<file path="config.mk">
export PLATFORM = sky130hd
export DESIGN_NAME = tap_slave
export DESIGN_NICKNAME = d
export VERILOG_FILES = /design/src/rtl/tap_slave_pkg.sv /design/src/rtl/tap_shreg.sv /design/src/rtl/tap_slave.sv
export SDC_FILE = /design/constraint.sdc
export NUM_CORES = 1
export LEC_CHECK = 0
export CORE_ASPECT_RATIO = 0.9
export CORE_UTILIZATION = 45
export CTS_BUF_LIST = sky130_fd_sc_hd__clkbuf_16
export DETAILED_ROUTE_END_ITERATION = 6
export GPL_TIMING_DRIVEN = 1
export PLACE_DENSITY = 0.74
export SKIP_CTS_REPAIR_TIMING = 1
export SYNTH_ARGS = -nofsm -noshare
export SYNTH_HDL_FRONTEND = slang
export SYNTH_SLANG_ARGS = --single-unit
export TNS_END_PERCENT = 50
</file>
<file path="constraint.sdc">
create_clock -name tck -period 2.57 [get_ports tck]
set_input_delay 0.514 -clock tck [delete_from_list [all_inputs] [get_ports tck]]
set_output_delay 0.514 -clock tck [all_outputs]
set_load 0.01 [all_outputs]
</file>
<file path="src/rtl/tap_slave_pkg.sv">
// Shared types and constants for the serial register-access responder.
package tap_pkg;

   // Width of the command field that follows the start bit.
   localparam int TAP_CMD_W = 2;

   // Command field encoding.
   typedef enum logic [1:0] {
      CMD_NOP    = 2'b00,
      CMD_WRITE  = 2'b01,
      CMD_READ   = 2'b10,
      CMD_IDCODE = 2'b11
   } cmd_t;

   // Frame decoder states.
   typedef enum logic [3:0] {
      ST_IDLE,
      ST_CMD,
      ST_ADDR,
      ST_WDATA,
      ST_STOP,
      ST_COMMIT,
      ST_TURN1,
      ST_TURN2,
      ST_SHOUT
   } state_t;

   // Larger of two widths; sizes the shared shift register.
   function automatic int max_int(input int a, input int b);
      return (a > b) ? a : b;
   endfunction

endpackage

</file>
<file path="src/rtl/tap_shreg.sv">
// Shift register with parallel load, serial input and a reloadable
// down-counter that marks the last bit of each shifted field.
module tap_shreg #(
   parameter int W  = 16,
   parameter int CW = 5
) (
   input  logic          clk,
   input  logic          rst,
   input  logic          load,
   input  logic [W-1:0]  load_val,
   input  logic          shift,
   input  logic          sin,
   input  logic          cnt_load,
   input  logic [CW-1:0] cnt_val,
   input  logic          cnt_en,
   output logic [W-1:0]  q,
   output logic          cnt_zero
);

   logic [CW-1:0] cnt;

   // Data path: parallel load wins over a left shift.
   always_ff @(posedge clk or posedge rst) begin
      if (rst) begin
         q <= '0;
      end else if (load) begin
         q <= load_val;
      end else if (shift) begin
         q <= {q[W-2:0], sin};
      end
   end

   // Bit counter: reloaded on field entry, counts down to zero.
   always_ff @(posedge clk or posedge rst) begin
      if (rst) begin
         cnt <= '0;
      end else if (cnt_load) begin
         cnt <= cnt_val;
      end else if (cnt_en && (cnt != '0)) begin
         cnt <= cnt - CW'(1);
      end
   end

   assign cnt_zero = (cnt == '0);

endmodule

</file>
<file path="src/rtl/tap_slave.sv">
// Serial register-access responder: decodes start/stop framed commands
// on tdi and drives single-cycle register-bus writes and reads.
//
// Register bus: reg_we and reg_re are one-cycle strobes with no
// back-pressure. reg_addr/reg_wdata are valid in the reg_we cycle;
// reg_rdata must be valid in the cycle after reg_re.
module tap_slave
   import tap_pkg::*;
#(
   parameter int                ADDR_W = 8,
   parameter int                DATA_W = 16,
   parameter logic [DATA_W-1:0] IDCODE = 16'hA5C3
) (
   input  logic              tck,
   input  logic              trst,
   input  logic              tdi,
   output logic              tdo,
   output logic [ADDR_W-1:0] reg_addr,
   output logic [DATA_W-1:0] reg_wdata,
   output logic              reg_we,
   output logic              reg_re,
   input  logic [DATA_W-1:0] reg_rdata,
   output logic              err,
   output state_t            dbg_state
);

   localparam int SH_W  = max_int(ADDR_W, DATA_W);
   localparam int CNT_W = $clog2(SH_W + 1);

   state_t            state_q, state_d;
   cmd_t              cmd_q;
   logic              tdo_q, tdo_d;
   logic [ADDR_W-1:0] addr_q;
   logic              addr_cap;
   logic              err_q;

   logic              sh_load, sh_shift, cnt_load, cnt_en, cnt_zero;
   logic [CNT_W-1:0]  cnt_val;
   logic [SH_W-1:0]   sh_q, sh_load_val;

   tap_shreg #(
      .W  (SH_W),
      .CW (CNT_W)
   ) u_shreg (
      .clk      (tck),
      .rst      (trst),
      .load     (sh_load),
      .load_val (sh_load_val),
      .shift    (sh_shift),
      .sin      (tdi),
      .cnt_load (cnt_load),
      .cnt_val  (cnt_val),
      .cnt_en   (cnt_en),
      .q        (sh_q),
      .cnt_zero (cnt_zero)
   );

   // Next-state, shift-register control and next tdo value.
   always_comb begin
      state_d     = state_q;
      sh_load     = 1'b0;
      sh_shift    = 1'b0;
      cnt_load    = 1'b0;
      cnt_en      = 1'b0;
      cnt_val     = '0;
      addr_cap    = 1'b0;
      tdo_d       = 1'b1;
      sh_load_val = (cmd_q == CMD_IDCODE) ? SH_W'(IDCODE) : SH_W'(reg_rdata);
      unique case (state_q)
         ST_IDLE: begin
            if (!tdi) begin
               state_d  = ST_CMD;
               cnt_load = 1'b1;
               cnt_val  = CNT_W'(TAP_CMD_W - 1);
            end
         end
         ST_CMD: begin
            if (cnt_zero) begin
               state_d  = ST_ADDR;
               cnt_load = 1'b1;
               cnt_val  = CNT_W'(ADDR_W - 1);
            end else begin
               cnt_en = 1'b1;
            end
         end
         ST_ADDR: begin
            sh_shift = 1'b1;
            if (cnt_zero) begin
               unique case (cmd_q)
                  CMD_WRITE: begin
                     state_d  = ST_WDATA;
                     addr_cap = 1'b1;
                     cnt_load = 1'b1;
                     cnt_val  = CNT_W'(DATA_W - 1);
                  end
                  CMD_READ: begin
                     state_d  = ST_TURN1;
                     addr_cap = 1'b1;
                  end
                  CMD_IDCODE: state_d = ST_TURN1;
                  default:    state_d = ST_IDLE;
               endcase
            end else begin
               cnt_en = 1'b1;
            end
         end
         ST_WDATA: begin
            sh_shift = 1'b1;
            if (cnt_zero) begin
               state_d = ST_STOP;
            end else begin
               cnt_en = 1'b1;
            end
         end
         ST_STOP:   state_d = tdi ? ST_COMMIT : ST_IDLE;
         ST_COMMIT: state_d = ST_IDLE;
         ST_TURN1:  state_d = ST_TURN2;
         ST_TURN2: begin
            state_d  = ST_SHOUT;
            sh_load  = 1'b1;
            cnt_load = 1'b1;
            cnt_val  = CNT_W'(DATA_W - 1);
            tdo_d    = sh_load_val[DATA_W-1];
         end
         ST_SHOUT: begin
            sh_shift = 1'b1;
            if (cnt_zero) begin
               state_d = ST_IDLE;
            end else begin
               cnt_en = 1'b1;
               tdo_d  = sh_q[DATA_W-2];
            end
         end
         default: state_d = ST_IDLE;
      endcase
   end

   // State, command, address, tdo and sticky error registers.
   always_ff @(posedge tck or posedge trst) begin
      if (trst) begin
         state_q <= ST_IDLE;
         cmd_q   <= CMD_NOP;
         tdo_q   <= 1'b1;
         addr_q  <= '0;
         err_q   <= 1'b0;
      end else begin
         state_q <= state_d;
         tdo_q   <= tdo_d;
         if (state_q == ST_CMD) begin
            cmd_q <= cmd_t'({cmd_q[0], tdi});
         end
         if (addr_cap) begin
            addr_q <= {sh_q[ADDR_W-2:0], tdi};
         end
         if ((state_q == ST_STOP) && !tdi) begin
            err_q <= 1'b1;
         end
      end
   end

   assign reg_we    = (state_q == ST_COMMIT);
   assign reg_re    = (state_q == ST_TURN1) && (cmd_q == CMD_READ);
   assign reg_wdata = reg_we ? sh_q[DATA_W-1:0] : '0;
   assign reg_addr  = addr_q;
   assign tdo       = tdo_q;
   assign err       = err_q;
   assign dbg_state = state_q;

endmodule

</file>
## Yosys cells after proc, flatten, opt, wreduce, memory -nomap -nowiden

Cells that the tools add are included.

| word-level totals | value |
|---|---|
| register bits | 37 |
| memories kept | 0 |
| word-level logic and storage cells | 71 |
| memory bits (read-only) | 0 |
| bits of input ports | 19 |
| latch bits | 0 |
| output and inout bits | 32 |
| memory bits (writable) | 0 |

| operators by class | value |
|---|---|
| add/subtract/negate cells | 1 |
| $mul | 0 |
| shifts and indexed selects | 0 |
| reductions and logical operators | 14 |
| eq/ne operators | 16 |
| multiplexer cells | 33 |
| magnitude comparators | 0 |
| bitwise logic cells | 0 |
| divide/modulo/power cells | 0 |

Operator list:

| operator | number |
|---|---|
| two-way mux 16 bit | 4 |
| case mux 4 bit (8 select lines) | 1 |
| two-way mux 4 bit | 7 |
| == test 4 x 3 -> 1 bit, second input constant | 4 |
| case mux 4 bit (4 select lines) | 1 |
| two-way mux 1 bit | 13 |
| two-way mux 5 bit | 2 |
| != test 2 bit, second input constant | 5 |
| == test 4 x 2 -> 1 bit, second input constant | 2 |
| two-way mux 3 bit | 2 |
| case mux 3 bit (2 select lines) | 1 |
| zero test 5 bit | 1 |
| AND reduction 5 bit | 1 |
| nonzero test 5 bit | 1 |
| subtractor 5 x 1 -> 5 bit, second input constant | 1 |
| == test 2 bit, second input constant | 2 |
| == test 4 x 1 -> 1 bit, second input constant | 1 |
| == test 4 bit, second input constant | 1 |
| zero test 4 bit | 1 |
| case mux 1 bit (4 select lines) | 1 |
| nonzero test 2 bit | 2 |
| OR reduction 2 bit | 2 |
| OR reduction 4 bit | 1 |
| logical AND 1 bit | 3 |
| other kinds (4) | 4 |

## Longest topological paths before layout

Gate-level depths: netlist (run 1).

| logic depth | value |
|---|---|
| depth after elaboration | 6 |
| depth in mapped cells | 6 |
| gate-level depth less buffers | 6 |

## Cells and area by module

From an unflattened synthesis (run 1), not the netlist that was laid out.

| second synthesis, totals | value |
|---|---|
| cells, all modules | 234 |
| area total of the unflattened synthesis | 2,213.4 µm² |

By module, submodules not included:

| module | times used | sequential area each (µm²) | cells an instance | area each (µm²) |
|---|---|---|---|---|
| tap_slave | 1 | 401.6 | 132 | 1,183.6 |
| tap_shreg | 1 | 525.5 | 102 | 1,029.7 |

## Worst setup path after synthesis (run 1)

OpenSTA, ideal clock, no wires.

| timing | value |
|---|---|
| path kind | reg-to-output |
| start | reg state_q[3] (netlist: dbg_state[3]) |
| end | out reg_wdata[10] |
| required time | 2.056 ns |
| path slack | 0.421 ns |
| buffers on the path | 2 |
| data arrival time | 1.635 ns |
| cell stages (with the launch flop) | 5 |
| path through | dfrtp_1 -> buf_1 -> nor3b_1 -> clkbuf_1 -> and2_1 |

| on the way | value |
|---|---|
| cells in the longest elaborated chain, start to end | 2 |

RTL lines:

| item | line | source |
|---|---|---|
| from (decl) | tap_slave.sv:30 | `state_t state_q, state_d;` |
| from (signal assigned) | tap_slave.sv:147 | `state_q <= state_d;` |
| == test 4 x 3 -> 1 bit | tap_slave.sv:161 | `assign reg_we = (state_q == ST_COMMIT);` |
| via reg_we | tap_slave.sv:20 | `output logic reg_we,` |
| two-way mux 16 bit | tap_slave.sv:163 | `assign reg_wdata = reg_we ? sh_q[DATA_W-1:0] : '0;` |
| to (decl) | tap_slave.sv:19 | `output logic [DATA_W-1:0] reg_wdata,` |

The timed path passes the listed nets, and every way through them passes these cells.

## Worst setup path after layout (run 1)

| timing | value |
|---|---|
| start | reg state_q[1] (netlist: dbg_state[1]) |
| end | out reg_wdata[13] |

| on the way | value |
|---|---|
| cells in the longest elaborated chain, start to end | 2 |

RTL lines:

| item | line |
|---|---|
| == test 4 x 3 -> 1 bit | tap_slave.sv:161 |
| two-way mux 16 bit | tap_slave.sv:163 |

No other way between the ends.

==> results of run 1 <==
## worst reg2reg max path, stage by stage (launching register included)
cell	delay, ns
dfrtp_1	0.38
inv_1	0.06
ha_1	0.24
nor4b_1	0.20
nor4_1	0.82
mux2_2	0.41
o21ai_0	0.14
## cell type report
cell class	instances	share of cell area
clock buffers	5	0.0446
multi-input cells	152	0.361
inverters	12	0.0161
well taps	60	0.0268
flip-flops and latches	37	0.331
repair buffers	57	0.197
clock inverters	3	0.0232
## cells by family (layout without fill, tap and decap cells)
kind of cell / Yosys count / in the layout
simple gates: 90 / 90
compound gates: 46 / 46
flops: 37 / 37
buf+inv: 23 / 77
mux: 9 / 9
fa+ha+maj: 5 / 5
xor+xnor: 2 / 2
## worst min-delay path by stage
stage	start	end	cells after the start
after global placement	err$_DFFE_PP0P_	err$_DFFE_PP0P_	1
after global routing	err$_DFFE_PP0P_	err$_DFFE_PP0P_	1
after CTS	err$_DFFE_PP0P_	err$_DFFE_PP0P_	1
final	err$_DFFE_PP0P_	err$_DFFE_PP0P_	1
after detailed placement	err$_DFFE_PP0P_	err$_DFFE_PP0P_	1
after floorplan	u_shreg.q[15]$_DFFE_PP0P_	u_shreg.q[15]$_DFFE_PP0P_	2
## layer usage
metal | global-route usage | wire length (um) | vias to the layer above
li1 | - | - | 853
met1 | 0.286 | 2190 | 830
met2 | 0.355 | 2250 | 36
met3 | 0.0353 | 153 | 2
met4 | 0.0490 | 25 | 0
met5 | 0 | 0 | -
## cell usage in the layout (no fill, tap or decap), types with 2 or more instances in the layout
cell,count
o21ai_0,17
nand2b_1,3
nand2_1,24
a22oi_1,4
nor3_1,10
nor3b_1,6
bufinv_16,2
nor2b_1,4
and2_1,16
buf_4,7
a21oi_1,9
a21o_1,2
clkdlybuf4s50_1,50
or3_1,5
nor2_1,6
and4b_1,2
mux2_2,9
a211oi_1,2
dfrtp_1,36
ha_1,5
nor4_1,4
clkbuf_16,5
a221oi_1,3
inv_1,12
## power by group through the flow
| stage | clock (mW) | combinational, mW | sequential [mW] |
|---|---|---|---|
| after CTS | 0.791 | 1.25 | 0.992 |
| after global placement | 0 | 1.21 | 0.989 |
| after floorplan | 0 | 0.767 | 1.00 |
| after global routing | 0.816 | 1.38 | 1.03 |
| after detailed placement | 0 | 1.23 | 1.00 |
| final | 0.778 | 1.23 | 0.994 |
## state kept, by name, indices dropped and copies added (netlist names)
| signal | flops |
|---|---|
| cmd_q | 2 |
| tdo | 1 |
| u_shreg.q | 16 |
| reg_addr | 8 |
| u_shreg.cnt | 5 |
| dbg_state | 4 |
| err | 1 |
==> flow_summary.json, run 1 <==
{
  "p_int_mw": 1.97,
  "start_util": 0.482,
  "detail_route.wl_per_cell_um": 14.2,
  "diodes": 0,
  "clk_pin_slew_ns": 0.06,
  "synthArstFlopShare": 1.00,
  "crit_start": "dbg_state[1]$_DFFE_PP0P_",
  "leakage_nw": 1.23,
  "critPathKind": "reg -> out",
  "reg2reg_from": "u_shreg.cnt[0]$_DFFE_PP0P_",
  "core_area_sq_um": 4180,
  "gp_congestion": 0.819,
  "r2r_cells": 6,
  "hold_viol_final": 0,
  "portBuffers": 50,
  "grt.overflow.total": 0,
  "synth_xor_area_frac": 0.00868,
  "cts-root-buf": "clkbuf_16",
  "cts.sinks": 37,
  "yosysWarnings": 0,
  "htreeDepth": 2,
  "track_usage": 0.211,
  "rsz0062_at_grt": "no",
  "die-area_sq_um": 4760,
  "synth_area_sq_um": 2020,
  "crit_arrival_ns": 1.93,
  "tritoncts": "built",
  "synth_top_cell_by_area": "dfrtp_1",
  "drt_iter0_drc": 93,
  "area_growth_pct": 38.9,
  "final_area_sq_um": 2800,
  "synthSimpleGateAreaFrac": 0.260,
  "grt_max_degree": 38,
  "critPathBufInv": 2,
  "seqPwrFrac": 0.331,
  "synth_ff_type": "dfrtp_1",
  "dp_cells": 318,
  "synthAdderAreaFrac": 0.0310,
  "ys_top_cells_by_area": "dfrtp_1 (45%), mux2_2 (5.0%), and2_1 (5.0%)",
  "post-route-period-util": 0.953,
  "drive_gt1_frac": 0.120,
  "dp_slack_ns": 0.292,
  "grt_pass1_wl_mm": 7.72,
  "synth_edf_count": 0,
  "nets": 289,
  "final_antenna_net_count": 0,
  "syn_area_per_cell_sq_um": 9.52,
  "dp_hpwl_mm": 3.28,
  "io_pins": 51,
  "p_comb_frac": 0.411,
  "status": "finished clean",
  "antenna_found_initial": 0,
  "fp.dieW_um": 72.6,
  "place_area_sq_um": 2610,
  "startpoint_type": "register",
  "routed_wl_mm": 4.62,
  "firstDrtPassIters": 4,
  "hp-class": "reg -> reg",
  "timing.hold.ws_ns": 0.455,
  "synth_compound_area_frac": 0.148,
  "vdd_drop_max_v": 0.000689,
  "maxSlewViolCount": 0,
  "synth_common_cells": "dfrtp_1 (36), nand2_1 (24), o21ai_0 (17)",
  "required_ns": 2.06,
  "setup_violations": 0,
  "slew_headroom": 0.355,
  "cts_made_buffers": 5,
  "synth_most_common_cell": "dfrtp_1",
  "path_delay_family": "buffers and inverters",
  "cap_violations": 0,
  "fin_ws_ns": 0.122,
  "critPathSlowestCell": "clkdlybuf4s50_1",
  "vias": 1721,
  "r2r-end": "u_shreg.cnt[1]$_DFFE_PP0P_",
  "synth_mux_area_frac": 0.0502,
  "swShare": 0.346,
  "multi_input_area_sq_um": 1010,
  "crit_path_end_kind": "output pin",
  "synth_top_area_share": 0.446,
  "crit_fanout": 17,
  "tightest_slew_ns": 0.967,
  "viasPerCell": 5.28,
  "synthDistinctLibCells": 44,
  "synth-seq-cells": 37,
  "cp_num_cells": 5,
  "syn-num-nets": 236,
  "final.setup.tns_ns": 0,
  "clk_latency_ns": 0.27,
  "min_period_ns": 2.45,
  "synth-seq-area-share": 0.459,
  "totalPowerFinal_mw": 3.01,
  "final_util": 0.670,
  "power.density_nw_per_um2": 1070,
  "clockBufferDepth": 2,
  "syn_inst": 212,
  "r2r_setup_slack_ns": 0.25,
  "die_y_um": 65.5,
  "seq_area_sq_um": 927,
  "endpoint": "reg_wdata[13]",
  "row_count": 22,
  "fin_cells": 326,
  "synth_top_family_by_area": "simple AND/OR/NAND/NOR gates",
  "grt_pass1_vias": 1643,
  "cp_cell_sequence": "nand2b_2, nor3b_1, buf_4, and2_1, clkdlybuf4s50_1",
  "fillCellCount": 351,
  "clock.fmax_mhz": 408,
  "clock_skew_ns": 0.00465,
  "p_clk_frac": 0.259,
  "crit_path_max_incr_delay_ns": 0.53,
  "p_switching_mw": 1.04,
  "drc": 0
}
(Power assumes the default switching activity.)
==> run 2, diff against run 1 <==
--- a/config.mk
+++ b/config.mk
@@ -8,10 +8,12 @@
 export CORE_ASPECT_RATIO = 0.9
 export CORE_UTILIZATION = 45
 export CTS_BUF_LIST = sky130_fd_sc_hd__clkbuf_16
+export CTS_CLUSTER_DIAMETER = 100
 export DETAILED_ROUTE_END_ITERATION = 6
 export GPL_TIMING_DRIVEN = 1
 export PLACE_DENSITY = 0.74
 export SKIP_CTS_REPAIR_TIMING = 1
+export SLEW_MARGIN = 20
 export SYNTH_ARGS = -nofsm -noshare
 export SYNTH_HDL_FRONTEND = slang
 export SYNTH_SLANG_ARGS = --single-unit
==> results of run 2 <==
No change in the layout: final DEF, timing and power equal those of run 1.
